File: src/rtl/gpp16_pkg.sv
// Shared encodings for the GPP16 sequencer: opcodes, FSM states, ALU controls, IR field layout.
package gpp16_pkg;

    localparam int INSTR_W = 16;

    localparam int OPC_MSB = 15;
    localparam int OPC_LSB = 11;
    localparam int RD_MSB  = 10;
    localparam int RD_LSB  = 8;
    localparam int RS1_MSB = 7;
    localparam int RS1_LSB = 5;
    localparam int RS2_MSB = 4;
    localparam int RS2_LSB = 2;

    typedef enum logic [4:0] {
        OPC_ADD = 5'b00000,
        OPC_SUB = 5'b00001,
        OPC_MUL = 5'b00010,
        OPC_HLT = 5'b11111
    } opcode_e;

    typedef enum logic [1:0] {
        ALU_ADD  = 2'd0,
        ALU_SUB  = 2'd1,
        ALU_MUL  = 2'd2,
        ALU_NONE = 2'd3
    } alu_op_e;

    typedef enum logic [2:0] {
        ST_IDLE,
        ST_FETCH,
        ST_DECODE,
        ST_EXEC,
        ST_WB,
        ST_HALT
    } state_e;

endpackage

File: src/rtl/gpp16_decode.sv
// Combinational instruction decode: splits IR into register fields and classifies the opcode.
module gpp16_decode
    import gpp16_pkg::*;
(
    input  logic [INSTR_W-1:0] ir,
    output logic [1:0]         alu_op,
    output logic [2:0]         rd,
    output logic [2:0]         rs1,
    output logic [2:0]         rs2,
    output logic               is_hlt,
    output logic               is_illegal
);

    logic [4:0] opc;
    logic       unused_bits;

    assign opc         = ir[OPC_MSB:OPC_LSB];
    assign rd          = ir[RD_MSB:RD_LSB];
    assign rs1         = ir[RS1_MSB:RS1_LSB];
    assign rs2         = ir[RS2_MSB:RS2_LSB];
    assign unused_bits = ^ir[1:0];

    always_comb begin
        alu_op     = ALU_NONE;
        is_hlt     = 1'b0;
        is_illegal = 1'b0;
        case (opc)
            OPC_ADD: alu_op = ALU_ADD;
            OPC_SUB: alu_op = ALU_SUB;
            OPC_MUL: alu_op = ALU_MUL;
            OPC_HLT: is_hlt = 1'b1;
            default: is_illegal = 1'b1;
        endcase
    end

endmodule

File: src/rtl/gpp16_seq_ctrl.sv
// Multicycle FETCH/DECODE/EXEC/WB sequencer: owns pc, IR, MUL cycle counter, retire count and sticky illegal flag.
// Stall freezes every active state; start is only honoured in IDLE and (when no illegal opcode was seen) HALT.
module gpp16_seq_ctrl
    import gpp16_pkg::*;
#(
    parameter logic [15:0] RESET_PC   = 16'h0000,
    parameter int          MUL_CYCLES = 3
) (
    input  logic               clk,
    input  logic               rst_n,
    input  logic               start,
    input  logic               stall,
    input  logic [INSTR_W-1:0] instr,
    output logic [15:0]        pc,
    output logic [1:0]         alu_op,
    output logic [2:0]         rd,
    output logic [2:0]         rs1,
    output logic [2:0]         rs2,
    output logic               rf_we,
    output logic               busy,
    output logic               halted,
    output logic               illegal,
    output logic [15:0]        retired
);

    localparam int CNT_W = (MUL_CYCLES > 1) ? $clog2(MUL_CYCLES) : 1;
    localparam logic [CNT_W-1:0] MUL_LOAD = CNT_W'(MUL_CYCLES - 1);

    state_e               state;
    logic [INSTR_W-1:0]   ir;
    logic [CNT_W-1:0]     cnt;

    logic [1:0]           dec_alu_op;
    logic [2:0]           dec_rd;
    logic [2:0]           dec_rs1;
    logic [2:0]           dec_rs2;
    logic                 dec_hlt;
    logic                 dec_illegal;
    logic                 in_exec_wb;

    gpp16_decode u_decode (
        .ir         (ir),
        .alu_op     (dec_alu_op),
        .rd         (dec_rd),
        .rs1        (dec_rs1),
        .rs2        (dec_rs2),
        .is_hlt     (dec_hlt),
        .is_illegal (dec_illegal)
    );

    // Status outputs decode straight from state so an async reset clears them in the same cycle.
    assign in_exec_wb = (state == ST_EXEC) || (state == ST_WB);
    assign busy       = (state == ST_FETCH) || (state == ST_DECODE) || in_exec_wb;
    assign halted     = (state == ST_HALT);
    assign rf_we      = (state == ST_WB) && !stall;
    assign alu_op     = in_exec_wb ? dec_alu_op : ALU_NONE;
    assign rd         = in_exec_wb ? dec_rd  : 3'd0;
    assign rs1        = in_exec_wb ? dec_rs1 : 3'd0;
    assign rs2        = in_exec_wb ? dec_rs2 : 3'd0;

    always_ff @(posedge clk or negedge rst_n) begin
        if (!rst_n) begin
            state   <= ST_IDLE;
            pc      <= RESET_PC;
            ir      <= '0;
            cnt     <= '0;
            retired <= '0;
            illegal <= 1'b0;
        end else begin
            case (state)
                ST_IDLE: begin
                    if (start) state <= ST_FETCH;
                end
                ST_FETCH: begin
                    if (!stall) begin
                        ir    <= instr;
                        state <= ST_DECODE;
                    end
                end
                ST_DECODE: begin
                    if (!stall) begin
                        if (dec_illegal) begin
                            illegal <= 1'b1;
                            state   <= ST_HALT;
                        end else if (dec_hlt) begin
                            pc    <= pc + 16'd1;
                            state <= ST_HALT;
                        end else begin
                            cnt   <= (dec_alu_op == ALU_MUL) ? MUL_LOAD : '0;
                            state <= ST_EXEC;
                        end
                    end
                end
                ST_EXEC: begin
                    if (!stall) begin
                        if (cnt == '0) state <= ST_WB;
                        else           cnt   <= cnt - 1'b1;
                    end
                end
                ST_WB: begin
                    if (!stall) begin
                        pc      <= pc + 16'd1;
                        retired <= retired + 16'd1;
                        state   <= ST_FETCH;
                    end
                end
                ST_HALT: begin
                    // An illegal opcode locks the core here until reset.
                    if (start && !illegal) state <= ST_FETCH;
                end
                default: state <= ST_IDLE;
            endcase
        end
    end

endmodule

File: config.mk
export PLATFORM = sky130hd
export DESIGN_NAME = gpp16_seq_ctrl
export DESIGN_NICKNAME = d
export VERILOG_FILES = /design/src/rtl/gpp16_pkg.sv /design/src/rtl/gpp16_decode.sv /design/src/rtl/gpp16_seq_ctrl.sv
export SDC_FILE = /design/constraint.sdc
export NUM_CORES = 1
export LEC_CHECK = 0
export CORE_MARGIN = 1.5
export CORE_UTILIZATION = 40
export CTS_CLUSTER_SIZE = 24
export DETAILED_ROUTE_END_ITERATION = 10
export PLACE_DENSITY = 0.75
export SYNTH_ARGS = -nofsm -noshare
export SYNTH_HDL_FRONTEND = slang
export SYNTH_HIERARCHICAL = 1
export SYNTH_SLANG_ARGS = --single-unit
File: constraint.sdc
create_clock -name clk -period 3.8 [get_ports clk]
set_clock_uncertainty 0.05 [all_clocks]
set_input_delay 0.76 -clock clk [delete_from_list [all_inputs] [get_ports clk]]
set_output_delay 0.76 -clock clk [all_outputs]
set_load 0.01 [all_outputs]
==> impl_metrics.json <==
{
  "status": "complete, no violations",
  "initial_core_util_pct": 41.5,
  "synthCells": 229,
  "rr_worst_depth": 6,
  "routed_wl_um": 5150,
  "whs_path_depth": 1,
  "cts_tree": "yes",
  "slew_viol_final": 0,
  "globalplace.congestion": 0.718,
  "post-route-util_pct": 53.5,
  "cts_setup_buffers": 0,
  "die_area_um2": 7090,
  "max_freq_ghz": 0.319,
  "worstReg2RegEnd": "pc[15]",
  "worstHoldPathType": "flip-flop to flip-flop",
  "finalHoldViolCount": 0,
  "post-route-drc-count": 0,
  "grt_pass1_wl_um": 8710,
  "clock-sinks": 52,
  "via_count": 1812,
  "peakVddDrop_mv": 0.346,
  "gr-total-overflow": 0,
  "yosysWarningCount": 6,
  "leakage_nw": 1.41,
  "fill_cells": 580,
  "insertion_delay_ps": 290,
  "cp.required_ps": 2990,
  "cts_buffer_depth": 2,
  "dp_hpwl_um": 3740,
  "io_buffers": 64,
  "r2r_slack_ps": 1580,
  "critPathSlowestCell": "dfrtp_1",
  "cts.repair.resized": 0,
  "rows": 29,
  "cts.clk_slew.worst_paths_ps": 90,
  "path_buf_inv": 2,
  "fin_setup_tns_ps": 0,
  "area_growth_pct": 29.0,
  "worstHoldEndpoint": "retired[15]",
  "cts-root-buf": "clkbuf_8",
  "chipHeight_um": 84.2,
  "worstPathArrival_ps": 2320,
  "antenna_found_initial": 0,
  "syn_nets": 252,
  "numCtsBuffers": 5,
  "crit_path_cell_trace": "nand2b_1 -> o21ai_0 -> buf_4 -> and2_1 -> clkdlybuf4s50_1",
  "grt_setup_unrepaired": "no",
  "r2r_start": "ir[15]",
  "critPathMaxFanout": 13,
  "syn_area_um2": 2640,
  "worst_setup_path_end_kind": "output port",
  "worstMarginPinSlew_ps": 699,
  "crit_type": "flip-flop to output port",
  "ant_nets": 0,
  "slew_headroom_pct": 53.4,
  "post-route-period-util_pct": 82.5,
  "core_area_um2": 6350,
  "setup_viol": 0,
  "power_density_nw_per_um2": 564,
  "cts_hold_buf": 0,
  "regArea_um2": 1300,
  "io_pins": 67,
  "avgRoutedWirePerCell_um": 14.0,
  "multi_input_area_um2": 1190,
  "die_w_um": 84.2,
  "syn_area_per_cell_um2": 11.5,
  "max_stage_delay_ps": 560,
  "min_period_ps": 3130,
  "antennaDiodeCount": 0,
  "hp-start": "retired[15]",
  "grt_max_degree": 33,
  "final_nets": 312,
  "drive_gt1_share_pct": 11.0,
  "track_usage_pct": 15.0,
  "drv_cap": 0,
  "viasPerCell": 4.94,
  "htree_levels": 2,
  "drtPass1Iterations": 4,
  "startpoint_type": "flip-flop",
  "dr.first_iter.drc_count": 69,
  "grt_pass1_vias": 1817,
  "crit_family": "buffers and inverters"
}
## worst register-to-register path, stage by stage (launching register included)
cell and delay (ps):
dfrtp_1 400, nor3_2 250, a2bb2oi_1 150, nand4bb_1 370, a2111oi_4 590, nand3_1 160, xnor2_1 150
## placed cells by master, fill, tap and decap left out, types with 2 or more instances in the layout
cell type         n
a21oi_1           3
o21ai_1           2
mux2_1           12
and3_1            2
nand2_1          18
xnor2_1          20
clkdlybuf4s50_1  63
nor2_1           11
o21ai_0           2
clkbuf_8          5
inv_1             9
nand2b_1          5
a2111oi_4         2
nand3_1           9
dfrtp_1          52
nor2b_1           2
and2_1            9
mux2_2            4
nand4_1           9
ha_1              3
nand3b_1          2
and4_1            2
xor2_1           11
buf_4             4
nor3_2            8
## metrics by stage
stage	area [um^2]	cells	setup WS, ps	hold WS, ps	power [mW]
finish	3400	367	665	426	1.92
global route	3400	367	520	449	2.06
CTS	3400	367	632	436	1.94
detailed placement	3290	359	732	419	1.56
global placement	3290	359	709	409	1.54
floorplan	2640	229	1550	394	1.33
## layout make-up
type	instances	share of cell area (%)
Sequential cell	52	38.3
Multi-Input combinational cell	153	35.1
Timing Repair Buffer	68	19.6
Tap cell	77	2.83
Clock buffer	6	2.13
Clock inverter	2	1.03
Inverter	9	0.994
## metal layers
metal  vias up  part of all wire [%]  GRT usage [%]
li1        902                     -              -
met1       866                    47           20.2
met2        42                    48           24.6
met3         2                   4.5           2.65
met4         0                  0.68           4.92
met5         -                     0              0
## how the worst max path moves through the flow
stage                   from  endpoint  slack (ps)  cells after the start
floorplan              stall     rf_we        1550                      2
global placement       stall     rf_we         710                      3
detailed placement     stall     rf_we         730                      3
CTS                 state[1]     rd[2]         630                      5
global route        state[2]     rd[2]         520                      5
finish              state[1]     rd[2]         670                      5
## flip-flops by register name, summed over array words and instances, names as in the netlist
name     cells
illegal      1
pc          16
state        3
retired     16
ir          14
cnt          2
## power by group
group / switching, mW / internal, mW / leakage (nW)
registers: 0.152 / 0.688 / 0.658
clock network: 0.175 / 0.196 / 0.0552
logic: 0.305 / 0.400 / 0.698
total: 0.632 / 1.28 / 1.41
(Power assumes the default switching activity.)
